### config.mk
export PLATFORM = sky130hd
export DESIGN_NAME = register_8bit
export DESIGN_NICKNAME = d
export VERILOG_FILES = /design/src/rtl/register_8bit.sv
export SDC_FILE = /design/constraint.sdc
export NUM_CORES = 1
export LEC_CHECK = 0
export ABC_AREA = 1
export BUFFER_PORTS_ARGS = -buffer_cell sky130_fd_sc_hd__buf_4
export CAP_MARGIN = 10
export CORE_AREA = 2 2 39 41
export CTS_CLUSTER_SIZE = 12
export DETAILED_ROUTE_END_ITERATION = 16
export DIE_AREA = 0 0 41 43
export GPL_ROUTABILITY_DRIVEN = 0
export PLACE_DENSITY = 0.62
export RECOVER_POWER = 100
export SLEW_MARGIN = 5
export SYNTH_ARGS = -nofsm -noshare
export SYNTH_HDL_FRONTEND = slang
export SYNTH_SLANG_ARGS = --single-unit
### constraint.sdc
create_clock -name Clock -period 0.8 [get_ports Clock]
set_clock_uncertainty 0.05 [all_clocks]
set_input_delay 0.04 -clock Clock [delete_from_list [all_inputs] [get_ports Clock]]
set_output_delay 0.04 -clock Clock [all_outputs]
set_load 0.02 [all_outputs]
### src/rtl/register_8bit.sv
// register_8bit: SIZE-bit storage register with load enable and a
// synchronous, active-high reset that takes priority over load.
// Q comes straight from the storage flops, so D, load and Reset only
// reach Q through a rising Clock edge.
module register_8bit #(
   // Data width in bits; legal range SIZE >= 1.
   parameter int unsigned     SIZE        = 8,
   // Value loaded into Q by reset.
   parameter logic [SIZE-1:0] RESET_VALUE = '0
) (
   // Positional order is (Q, D, load, Clock, Reset) so that existing
   // positional instantiations still bind correctly.
   output logic [SIZE-1:0] Q,
   input  logic [SIZE-1:0] D,
   input  logic            load,
   input  logic            Clock,
   input  logic            Reset
);

   logic [SIZE-1:0] q_d;
   logic [SIZE-1:0] q_q;

   // Next-state selection: capture D when load is high, otherwise hold.
   always_comb begin
      // NOTE: q_d gets a default before any branch so no path leaves it unassigned (no latch).
      q_d = q_q;
      if (load) begin
         q_d = D;
      end
   end

   // Storage flops: reset is sampled on the edge and wins over load.
   always_ff @(posedge Clock) begin
      // NOTE: sequential state uses non-blocking (<=) so every flop samples pre-edge values.
      if (Reset) begin
         q_q <= RESET_VALUE;
      end else begin
         q_q <= q_d;
      end
   end

   assign Q = q_q;

endmodule

### Word-level counts from Yosys, hierarchy flattened

Cells that the tools add are included.

| word-level totals | value |
|---|---|
| register bits after elaboration | 8 |

### Depth between registers and ports, before layout

Gate-level depths: netlist of the first run.

| logic depth | value |
|---|---|
| depth after elaboration | 0 |
| mapped depth | 5 |
| gate-level depth less buffers | 4 |

### Least setup slack after synthesis of the first run

OpenSTA, ideal clock, no wires.

| timing path | value |
|---|---|
| path kind | register -> register |
| from | register Q[6] (netlist name) |
| to | register q_q[6] (netlist: Q[6]) |
| clock period less this slack | 686 ps |
| library setup time | 62 ps |
| data arrival time | 575 ps |
| stages on the path, launching flop included | 3 |
| required time | 688 ps |
| path buffers | 0 |
| slack | 114 ps |
| path through | dfxtp_1 -> nor2_1 -> nor2_2 |

RTL lines:

| element | RTL line | RTL |
|---|---|---|
| to (signal assigned) | 38 | `q_q <= q_d;` |
| to (decl) | 21 | `logic [SIZE-1:0] q_q;` |

### Worst setup path after layout of the first run

| timing path | value |
|---|---|
| from | register q_q[4] (netlist: Q[4]) |
| to | output Q[4] |

RTL lines:

| element | RTL line | RTL |
|---|---|---|
| to (decl) | 13 | `output logic [SIZE-1:0] Q,` |

No word-level cell between the ends.

==> results of run 1 <==
-- cell families after synthesis --
family,after synthesis
buffers and inverters,11
DFF,8
and+or+nand+nor,32
-- cells in the mapped netlist, drive strengths merged --
| cell | instances |
|---|---|
| nand2 | 16 |
| inv | 9 |
| dfxtp | 8 |
| buf | 2 |
| nor2 | 16 |
-- worst paths after layout --
path	to	depth (start not counted)
worst min register to register	Q[3]$_SDFFE_PP0P_	2
worst min-delay path	Q[2]$_SDFFE_PP0P_	5
worst max-delay path	Q[4]	1
worst max register to register	Q[6]$_SDFFE_PP0P_	2
-- layout make-up --
class,count,area [sq um]
fillers,156,847.1
flip-flops and latches,8,170.2
repair buffers,18,165.2
multi-input cells,32,125.1
inverters,9,33.78
clock buffers,3,22.52
well taps,16,20.02
-- routing by layer --
metal  GRT usage (%)  part of all wire, %  up-vias
li1                -                    -      181
met5               0                    0        -
met2           11.56                   48       12
met3           5.236                  9.1        2
met4           10.00                  2.2        0
met1           10.39                   41      139
-- what timing repair did --
item / CTS / global route
resized for setup: 16 / 0
gates cloned: 0 / 0
endpoints found under the setup margin: 8 / 8
endpoints found under the hold margin: 0 / 0
-- power groups by stage --
stage	Combinational [mW]	Sequential, mW	Clock [mW]
2_1_floorplan	0.0726	0.483	0
3_3_place_gp	0.183	0.449	0
3_5_place_dp	0.185	0.449	0
4_1_cts	0.201	0.452	0.323
5_1_grt	0.221	0.455	0.337
6_report	0.199	0.452	0.307
==> metrics.md, run 1 <==
| Metric | Value |
|---|---|
| Gr ovfl total | `0` |
| Max-slew headroom | `85.74%` |
| Clock latency on the worst-skew pair | `250 ps` |
| Share of cells above drive strength 1 | `44.29%` |
| Most frequent cells in the layout | `nor2_1, nand2_1, buf_4, inv_1` |
| Routed via count | `334` |
| Pin count of the biggest net entering global routing | `17` |
| Slew @ Worst Pin | `213.7 ps` |
| Row cnt | `14` |
| RSZ-0062 raised after global routing | `yes` |
| Simple-gate share of the synthesized area | `36.63%` |
| Outcome | `completed` |
| NetSw | `0.2480 mW` |
| Post-CTS setup buffer count | `0` |
| PD cells | `1785 nW/um^2` |
| Crit path max-delay family | `flip-flops` |
| Worst path cell trace | `buf_6` |
| Final Setup Violations | `0` |
| FMAX | `1264 MHz` |
| Vias per cell | `3.884` |
| R2R Setup Slk | `170 ps` |
| Cell area after synthesis | `341.6 sq um` |
| CP required | `710 ps` |
| Non-Filler Instances | `86` |
| Post-DP Area | `474.2 sq um` |
| Setup TNS | `0 ps` |
| CTS tree | `yes` |
| ANT nets after route | `0` |
| First-pass DRT Iterations | `2` |
| DRT iter0 DRCs | `4` |
| CP Buf/Inv Count | `1` |
| Final period utilization | `98.90%` |
| Critical Path Slowest Stage Cell | `dfxtp_2` |
| Cells after Synth | `51` |
| Initial antenna violation count | `0` |
| Top cell type by total area after synthesis | `dfxtp_1` |
| GRT Overall Usage | `9.466%` |
| Port buffer count | `18` |
| Largest stage delay on the critical path | `330 ps` |
| IO Pins | `19` |
| Leak | `0.3022 nW` |
| Max VDD drop | `0.7515 mV` |
| Final instance area | `536.8 sq um` |
| Post-layout min period | `791.2 ps` |
| Switch share | `25.89%` |
| Startpoint types | `flip-flop` |
| Setup crit start | `Q[4]$_SDFFE_PP0P_` |
| Core ar. | `1384 sq um` |
| Comb power frac | `20.8%` |
| Final Hold Violating Endpoints | `0` |
| Mux cell area share after synthesis | `0%` |
| Cells taking the most area after synthesis | `dfxtp_1, nand2_1, nor2_1, inv_1, buf_6` |
| Max Buffers Root-to-Sink | `2` |
| CP Capture Type | `output pin` |
| Antenna cells | `0` |
| Critical path arrival | `700 ps` |
| Post-Syn Nets | `62` |
| Max-capacitance violation count | `0` |
| DP Worst Slack | `183.1 ps` |
| Hold Crit Start | `D[2]` |
| Total CTS buffers | `3` |
| Nets@finish | `83` |
| Reg clk slew, reported paths | `50 ps` |
| CP max FO | `2` |
| Worst hold path type | `in -> reg` |
| Largest family of logic cells by synthesized area | `simple AND/OR/NAND/NOR gates` |
| Die Height | `43 um` |
| Post-Synth XOR/XNOR Area | `0%` |
| Post-layout util | `38.79%` |
| Adder-Cell Fraction of Synth Area | `0%` |
| Fin worst setup slack | `8.794 ps` |
| Clock network power share | `32.1%` |
| Avg Cell Area, Syn | `6.698 sq um` |
| Vias in the first global route | `271` |
| DR DRC count | `0` |
| Flop pwr share | `47.2%` |
| Seq/Total Area, Yosys | `46.89%` |
| Synth top area share | `46.89%` |
| Synth Area in Compound Gates | `0%` |
| Netlist cell types | `7` |
| Syn-to-layout area delta | `57.14%` |
| Placed insts | `83` |
| Final wirelength | `650 um` |
| Avg WL per Cell | `7.558 um` |
| Worst R2R Start | `Q[6]$_SDFFE_PP0P_` |
| Slew Limit Fails | `0` |
| Yosys reg bits | `8` |
| H-tree Lvls | `1` |
| Pint | `0.7099 mW` |
| Total Power | `0.9579 mW` |
| # clock sinks | `8` |
| Root Driver | `clkbuf_4` |
| Die ar. | `1763 sq um` |
| First-pass GRT wire length | `1028 um` |
| Synth warn | `0` |
| Max FFs per register | `8` |
| Crit path kind | `reg -> out` |
| Initial core utilization | `24.68%` |
| Die Wd | `41 um` |
| Hold Slack | `22.64 ps` |
| Hold Buf Count CTS | `0` |
(Power assumes the default switching activity.)
==> inputs of run 2 (changes only) <==
--- a/config.mk
+++ b/config.mk
@@ -9,6 +9,7 @@
 export BUFFER_PORTS_ARGS = -buffer_cell sky130_fd_sc_hd__buf_4
 export CAP_MARGIN = 10
 export CORE_AREA = 2 2 39 41
+export CTS_BUF_LIST = sky130_fd_sc_hd__clkbuf_8 sky130_fd_sc_hd__clkbuf_16
 export CTS_CLUSTER_SIZE = 12
 export DETAILED_ROUTE_END_ITERATION = 16
 export DIE_AREA = 0 0 41 43
==> metrics.md, run 2 (synthesis results as in run 1) <==
| Metric | Value |
|---|---|
| First-pass DRT Iterations | `3 (+1)` |
| # clock sinks | `8 (unchanged)` |
| Setup TNS | `0 ps (unchanged)` |
| Critical Path Slowest Stage Cell | `dfxtp_1` |
| Max-capacitance violation count | `0 (unchanged)` |
| NetSw | `0.2616 mW (+5.5%)` |
| Vias per cell | `3.860 (-0.60%)` |
| Post-layout min period | `788.7 ps (-2.547 ps)` |
| Die Wd | `41 um (unchanged)` |
| Slew @ Worst Pin | `221.3 ps (+7.579 ps)` |
| Final Hold Violating Endpoints | `0 (unchanged)` |
| Worst hold path type | `in -> reg` |
| Total Power | `1.115 mW (+16%)` |
| Pin count of the biggest net entering global routing | `17 (unchanged)` |
| Total CTS buffers | `3 (unchanged)` |
| Met1 GRT Util | `11.36% (+0.97 points)` |
| First-pass GRT wire length | `1055 um (+2.6%)` |
| Share of cells above drive strength 1 | `41.43% (-2.9 points)` |
| Worst path cell trace | `buf_6` |
| Die Height | `43 um (unchanged)` |
| Gr ovfl total | `0 (unchanged)` |
| Syn-to-layout area delta | `56.41%` |
| Outcome | `completed` |
| CP Buf/Inv Count | `1 (unchanged)` |
| FMAX | `1268 MHz (+0.32%)` |
| Crit path kind | `reg -> out` |
| Largest stage delay on the critical path | `350 ps (+20 ps)` |
| Max Buffers Root-to-Sink | `2 (unchanged)` |
| Most frequent cells in the layout | `nor2_1, nand2_1, buf_4, inv_1, dfxtp_2` |
| CP Capture Type | `output pin` |
| Crit path max-delay family | `flip-flops` |
| Grt peak-use layer | `met2` |
| IO Pins | `19 (unchanged)` |
| Grt met3 use | `3.665% (-1.6 points)` |
| ANT nets after route | `0 (unchanged)` |
| Post-layout util | `38.61% (-0.18 points)` |
| Clock latency on the worst-skew pair | `230 ps (-20 ps)` |
| Max FFs per register | `8 (unchanged)` |
| Clock network power share | `42.8% (+11 points)` |
| Switch share | `23.46% (-2.4 points)` |
| Root Driver | `clkbuf_8` |
| Startpoint types | `flip-flop` |
| CTS tree | `yes` |
| PD cells | `2087 nW/um^2 (+17%)` |
| DR DRC count | `0 (unchanged)` |
| Fin worst setup slack | `11.34 ps (+2.547 ps)` |
| Vias in the first global route | `270 (-0.37%)` |
| Die ar. | `1763 sq um (unchanged)` |
| Port buffer count | `18 (unchanged)` |
| DRT iter0 DRCs | `8 (+4)` |
| Initial antenna violation count | `0 (unchanged)` |
| Met2 usage | `11.56% (unchanged)` |
| Core ar. | `1384 sq um (unchanged)` |
| Max-slew headroom | `85.23% (-0.51 points)` |
| GRT Overall Usage | `9.466% (unchanged)` |
| DP Worst Slack | `183.1 ps (unchanged)` |
| CP max FO | `2 (unchanged)` |
| Flop pwr share | `40.3% (-6.9 points)` |
| CP required | `710 ps (about the same)` |
| Post-CTS setup buffer count | `0 (unchanged)` |
| RSZ-0062 raised after global routing | `no` |
| Nets@finish | `83 (unchanged)` |
| Pint | `0.8534 mW (+20%)` |
| Final period utilization | `98.58% (-0.32 points)` |
| Routed via count | `332 (-0.60%)` |
| Antenna cells | `0 (unchanged)` |
| Slew Limit Fails | `0 (unchanged)` |
| Row cnt | `14 (unchanged)` |
| Critical path arrival | `700 ps (about the same)` |
| Comb power frac | `16.9% (-3.9 points)` |
| Hold Buf Count CTS | `0 (unchanged)` |
| Final Setup Violations | `0 (unchanged)` |
| Initial core utilization | `24.68% (unchanged)` |
| Avg WL per Cell | `7.837 um (+3.7%)` |
| Leak | `0.3046 nW (+0.81%)` |
| H-tree Lvls | `1 (unchanged)` |
| Max VDD drop | `1.031 mV (+37%)` |
| Reg clk slew, reported paths | `40 ps (about the same)` |
| Final wirelength | `674 um (+3.7%)` |
-- run 2: final timing paths --
kind / slack, ps / start / endpoint / cells past startpoint
worst max-delay path: 10 / Q[4]$_SDFFE_PP0P_ / Q[4] / 1
worst min-delay path: 50 / D[2] / Q[2]$_SDFFE_PP0P_ / 5
worst min register to register: 420 / Q[7]$_SDFFE_PP0P_ / Q[7]$_SDFFE_PP0P_ / 2
worst max register to register: 180 / Q[6]$_SDFFE_PP0P_ / Q[6]$_SDFFE_PP0P_ / 2
-- run 2: metrics by stage --
stage,hold WS [ps],instance area [sq um],cells
6_report,52.26,534.3,86
5_1_grt,91.85,534.3,86
4_1_cts,45.76,515.5,86
3_5_place_dp,284.2,474.2,83
3_3_place_gp,276.2,474.2,83
2_1_floorplan,178.2,341.6,51
-- run 2: repair_timing --
item / 4_1_cts / 5_1_grt
endpoints found under the setup margin: 0 / 7
hold endpoints to repair: 0 / 0
resized for setup: 0 / 13
-- run 2: layer usage --
layer	share of wire (%)	vias to the layer above
met4	1.5	0
li1	-	181
met5	0	-
met2	50	10
met1	40	139
met3	8.3	2
-- run 2: layout make-up --
class	instances	area, sq um
well taps	16	20.02
inverters	9	33.78
flip-flops and latches	8	167.7
repair buffers	18	146.4
multi-input cells	32	125.1
fillers	156	849.6
clock buffers	3	41.29
-- run 2: tightest hold or removal path, stage by stage --
cell and delay [ps]:
buf_4 70, inv_1 30, nand2_1 40, nand2_1 40
nor2_1 70
-- run 2: power by group through the flow --
stage | clock network (mW) | logic, mW | registers [mW]
6_report | 0.477 | 0.189 | 0.449
5_1_grt | 0.510 | 0.211 | 0.453
4_1_cts | 0.490 | 0.185 | 0.443
3_5_place_dp | 0 | 0.185 | 0.449
3_3_place_gp | 0 | 0.183 | 0.449
2_1_floorplan | 0 | 0.0726 | 0.483
